## src/rtl/btn_debounce.sv

```systemverilog
// Per-button synchronizer, debounce counter and hold-time FSM.
// Produces a clean pressed level plus press/release/click/long one-cycle pulses.
module btn_debounce #(
  parameter int N_BTN           = 2,
  parameter int DEBOUNCE_CYCLES = 10000,
  parameter int LONG_CYCLES     = 1000000,
  parameter int ACTIVE_LOW      = 1
) (
  input  logic             clk,
  input  logic             reset,
  input  logic [N_BTN-1:0] i_btn,
  output logic [N_BTN-1:0] o_level,
  output logic [N_BTN-1:0] o_press,
  output logic [N_BTN-1:0] o_release,
  output logic [N_BTN-1:0] o_click,
  output logic [N_BTN-1:0] o_long
);

  localparam int DW = $clog2(DEBOUNCE_CYCLES);
  localparam int HW = $clog2(LONG_CYCLES + 1);
  localparam logic INACTIVE = (ACTIVE_LOW != 0) ? 1'b1 : 1'b0;

  typedef enum logic [1:0] {IDLE, HELD, LONG} state_t;

  logic [N_BTN-1:0] sync1_q, sync2_q, act;

  always_ff @(posedge clk) begin
    if (reset) begin
      sync1_q <= {N_BTN{INACTIVE}};
      sync2_q <= {N_BTN{INACTIVE}};
    end else begin
      sync1_q <= i_btn;
      sync2_q <= sync1_q;
    end
  end

  assign act = (ACTIVE_LOW != 0) ? ~sync2_q : sync2_q;

  generate
    for (genvar gi = 0; gi < N_BTN; gi++) begin : g_btn
      logic [DW-1:0] dcnt_q, dcnt_d;
      logic [HW-1:0] hcnt_q, hcnt_d;
      logic          level_q, level_d;
      state_t        state_q, state_d;
      logic          press_q, press_d, release_q, release_d;
      logic          click_q, click_d, long_q, long_d;

      always_comb begin
        level_d   = level_q;
        dcnt_d    = '0;
        state_d   = state_q;
        hcnt_d    = hcnt_q;
        press_d   = 1'b0;
        release_d = 1'b0;
        click_d   = 1'b0;
        long_d    = 1'b0;

        if (act[gi] != level_q) begin
          if (dcnt_q == DW'(DEBOUNCE_CYCLES - 1)) begin
            level_d = ~level_q;
          end else begin
            dcnt_d = dcnt_q + DW'(1);
          end
        end

        // FSM reacts to the next level so pulses land with the new level value
        case (state_q)
          IDLE: begin
            if (level_d) begin
              state_d = HELD;
              hcnt_d  = HW'(1);
              press_d = 1'b1;
            end
          end
          HELD: begin
            if (!level_d) begin
              state_d   = IDLE;
              hcnt_d    = '0;
              release_d = 1'b1;
              click_d   = 1'b1;
            end else if (hcnt_q == HW'(LONG_CYCLES)) begin
              state_d = LONG;
              long_d  = 1'b1;
            end else begin
              hcnt_d = hcnt_q + HW'(1);
            end
          end
          LONG: begin
            if (!level_d) begin
              state_d   = IDLE;
              hcnt_d    = '0;
              release_d = 1'b1;
            end
          end
          default: begin
            state_d = IDLE;
            hcnt_d  = '0;
          end
        endcase
      end

      always_ff @(posedge clk) begin
        if (reset) begin
          dcnt_q    <= '0;
          hcnt_q    <= '0;
          level_q   <= 1'b0;
          state_q   <= IDLE;
          press_q   <= 1'b0;
          release_q <= 1'b0;
          click_q   <= 1'b0;
          long_q    <= 1'b0;
        end else begin
          dcnt_q    <= dcnt_d;
          hcnt_q    <= hcnt_d;
          level_q   <= level_d;
          state_q   <= state_d;
          press_q   <= press_d;
          release_q <= release_d;
          click_q   <= click_d;
          long_q    <= long_d;
        end
      end

      assign o_level[gi]   = level_q;
      assign o_press[gi]   = press_q;
      assign o_release[gi] = release_q;
      assign o_click[gi]   = click_q;
      assign o_long[gi]    = long_q;
    end
  endgenerate

endmodule

```

## config.mk

```make
export PLATFORM = sky130hd
export DESIGN_NAME = btn_debounce
export DESIGN_NICKNAME = d
export VERILOG_FILES = /design/src/rtl/btn_debounce.sv
export SDC_FILE = /design/constraint.sdc
export NUM_CORES = 1
export LEC_CHECK = 0
export CAP_MARGIN = 15
export CORE_ASPECT_RATIO = 1.1
export CORE_UTILIZATION = 35
export CTS_BUF_LIST = sky130_fd_sc_hd__clkbuf_4
export DETAILED_ROUTE_END_ITERATION = 12
export PLACE_DENSITY = 0.46
export RECOVER_POWER = 100
export SETUP_SLACK_MARGIN = 0.1
export SYNTH_ARGS = -nofsm -noshare
export SYNTH_HDL_FRONTEND = slang
export SYNTH_SLANG_ARGS = --single-unit
```

## constraint.sdc

```tcl
create_clock -name clk -period 6.4 [get_ports clk]
set_input_delay 0.96 -clock clk [delete_from_list [all_inputs] [get_ports clk]]
set_output_delay 0.96 -clock clk [all_outputs]
set_load 0.02 [all_outputs]
```

==> reports/results.ini <==
[run_status]
status = finished with violations
violations = max-capacitance violations, max-slew violations

[die]
ios = 14
core_area_um2 = 12600
dieArea_um2 = 13300
rows = 43
initial_core_util = 0.358
dieWidth_um = 110
die_h_um = 121

[synth]
synth_area_um2 = 4510
ys_types = 53
yosysSeqAreaShare = 0.382
synth_edf_count = 0
synth_nets = 556
ys.flop_type = dfxtp_1
syn_inst = 540
async_flop_share = 0
synth_warnings = 0
ys_seq_elements = 86
avgSynthCellArea_um2 = 8.35

[timing]
finalCritPeriodShare = 0.642
tightest_slew_ns = 1.58
setup_tns_ns = 0
relSlewSlack = -0.0566
holdWs_ns = 0.430
finalHoldViolCount = 0
finalClockSkew_ns = 0.0180
fmax_mhz = 243
rsz0062_at_grt = false
setup_viol = 0
period_needed_ns = 4.11
maxSlewViolCount = 25

[setup_path]
crit_end = g_btn[0].hcnt_q[9]$_SDFFE_PP0P_
startpoint = g_btn[0].dcnt_q[5]$_SDFF_PP0_
r2r_start = g_btn[0].dcnt_q[5]$_SDFF_PP0_
crit_fanout = 24
rrSetupSlack_ns = 2.29
path_delay_family = simple AND/OR/NAND/NOR gates
cp_num_buf_inv = 0
path_class = reg -> reg
reg2reg_depth = 5
cp_slowest_cell = nor2_1
endpoint_kind = register
slowest_delay_ns = 1.24
cp.depth = 5
cp.required_ns = 6.72
crit_arrival_ns = 4.44
startpoint_type = register
crit_chain = or4b_1 > o41a_1 > nor2_1 > nand3_1 > o41ai_1
r2r_end = g_btn[0].hcnt_q[9]$_SDFFE_PP0P_

[worst_hold_path]
hold_class = reg -> reg
min_path_cells = 1

[clock_network]
cts.sinks = 86
cts_buffers = 9
post_cts_buffers = 0
cts.hold.buffers_added = 0
cts_buffer_depth = 2
cts.htree.levels = 3
clk_latency_ns = 0.44
clock-root-buffer = clkbuf_4
ctsResizeCount = 0
clk_pin_slew_ns = 0.13
cts_tree = done

[global_route]
grt_pass1_vias = 3653
antenna_found_initial = 1
grt-ovfl-total = 0
grt_start_max_net_pins = 62
track_usage = 0.170
grt_first_pass_wirelength_um = 17800

[pwr]
clockPowerShare = 0.352
p_switching_mw = 0.231
powerDensity_nw_per_um2 = 193
seqPwrFrac = 0.592
switching_share = 0.251
ir_drop_uv = 86.0
intPower_mw = 0.688
power_frac_comb = 0.056
total_power_mw = 0.920
leakage_nw = 1.46

[finish]
layout-area-overhead-vs-synth_pct = 5.83
top_register = g_btn.hcnt_q
largest_reg_flops = 40
final_nets = 551
drive_above_1_share = 0.0667
largestRegisters = g_btn.hcnt_q x40, g_btn.dcnt_q x28, g_btn.state_q x4
fin_area_um2 = 4770

[route]
vias_per_cell = 5.47
drt_iter0_drc = 323
vias = 3823
drc = 0
dr.pass1.iters = 8
ant_nets = 0
routed_wl_um = 10700
post_drt_wl_per_cell_um = 15.3

[run]
drv_cap = 1

[place]
hpwl_um = 7160
dpl_cell_area_um2 = 4690
io_buffers = 13
gp_congestion = 0.797

-- routing by layer --
layer  global-route usage  routed length [um]  vias to the layer above
li1                     -                   -                     1948
met1                0.223                5230                     1812
met2                0.278                5060                       54
met3               0.0349                 329                        9
met4               0.0543                 106                        0
met5                    0                   0                        -
-- Yosys cell counts (all sizes together) (3+ instances only) --
| library cell | number | area [um2] |
|---|---|---|
| nor2 | 55 | 216 |
| a211oi | 3 | 22.5 |
| a31oi | 6 | 37.5 |
| o211ai | 3 | 22.5 |
| a21oi | 32 | 160 |
| clkbuf | 17 | 63.8 |
| nand2 | 33 | 124 |
| nor3 | 15 | 75.1 |
| mux2i | 8 | 80.1 |
| xor2 | 12 | 105 |
| nand3 | 44 | 220 |
| nor3b | 4 | 30.0 |
| and2 | 6 | 37.5 |
| dfxtp | 86 | 1720 |
| nor4 | 8 | 80.1 |
| nand4 | 31 | 194 |
| ha | 12 | 150 |
| or4b | 5 | 57.6 |
| inv | 32 | 120 |
| o21ai | 10 | 50.1 |
| or2 | 9 | 56.3 |
| xnor2 | 14 | 123 |
| and3 | 11 | 68.8 |
| or3 | 15 | 95.1 |
| o32ai | 22 | 193 |
| buf | 17 | 116 |
| o41ai | 4 | 53.8 |
-- kinds of logic after synthesis --
logic type               after synthesis  share of synthesized area
buffers and inverters                 67                     0.0675
adder cells (fa/ha/maj)               12                     0.0333
AO/OA/AOI/OAI                         93                      0.148
multiplexers                          10                     0.0228
flip-flops                            86                      0.382
XOR/XNOR                              26                     0.0505
AND/OR/NAND/NOR                      246                      0.296
-- worst min-delay path by stage --
| stage | end | slack [ns] | from |
|---|---|---|---|
| after floorplan | sync2_q[0]$_SDFF_PP1_ | 0.39 | sync1_q[0]$_SDFF_PP1_ |
| after global placement | sync2_q[0]$_SDFF_PP1_ | 0.40 | sync1_q[0]$_SDFF_PP1_ |
| after CTS | sync2_q[0]$_SDFF_PP1_ | 0.43 | sync1_q[0]$_SDFF_PP1_ |
| after global routing | sync2_q[0]$_SDFF_PP1_ | 0.45 | sync1_q[0]$_SDFF_PP1_ |
| after detailed placement | sync2_q[0]$_SDFF_PP1_ | 0.40 | sync1_q[0]$_SDFF_PP1_ |
| final | sync2_q[1]$_SDFF_PP1_ | 0.43 | sync1_q[1]$_SDFF_PP1_ |
-- cells in the final DEF, fill, tap and decap left out, drive strengths merged, types with 3 or more instances in the layout --
master / n
a211oi: 3
a21oi: 32
a31oi: 6
and2: 6
and3: 11
buf: 4
clkbuf: 14
clkinv: 3
dfxtp: 86
dlygate4sd3: 10
ha: 12
inv: 32
mux2i: 8
nand2: 33
nand3: 44
nand4: 31
nor2: 55
nor3: 15
nor3b: 4
nor4: 8
o211ai: 3
o21ai: 10
o32ai: 22
o41ai: 4
or2: 9
or3: 15
or4b: 5
xnor2: 14
xor2: 12
-- final cells by class --
cell class	count	area, um2
inverter	33	124
clock inverter	4	47.5
sequential	86	1720
fill	1330	7820
clock buffer	12	90.1
multi-input combinational	387	2430
timing repair buffer	18	155
antenna	2	5.00
tap	157	196
-- per-stage QoR --
stage / util / setup WS, ns / instances
6_report: 0.379 / 2.29 / 699
5_1_grt: 0.379 / 1.96 / 699
4_1_cts: 0.383 / 3.39 / 697
3_5_place_dp: 0.372 / 3.31 / 681
3_3_place_gp: 0.372 / 3.38 / 681
2_1_floorplan: - / 4.15 / 540
-- power by group through the flow --
stage / registers (mW) / logic, mW / clock network, mW
floorplan: 0.555 / 0.0396 / 0
global placement: 0.556 / 0.0530 / 0
detailed placement: 0.556 / 0.0536 / 0
CTS: 0.544 / 0.0540 / 0.336
global route: 0.546 / 0.0582 / 0.357
finish: 0.544 / 0.0518 / 0.324
(Power assumes the default switching activity.)
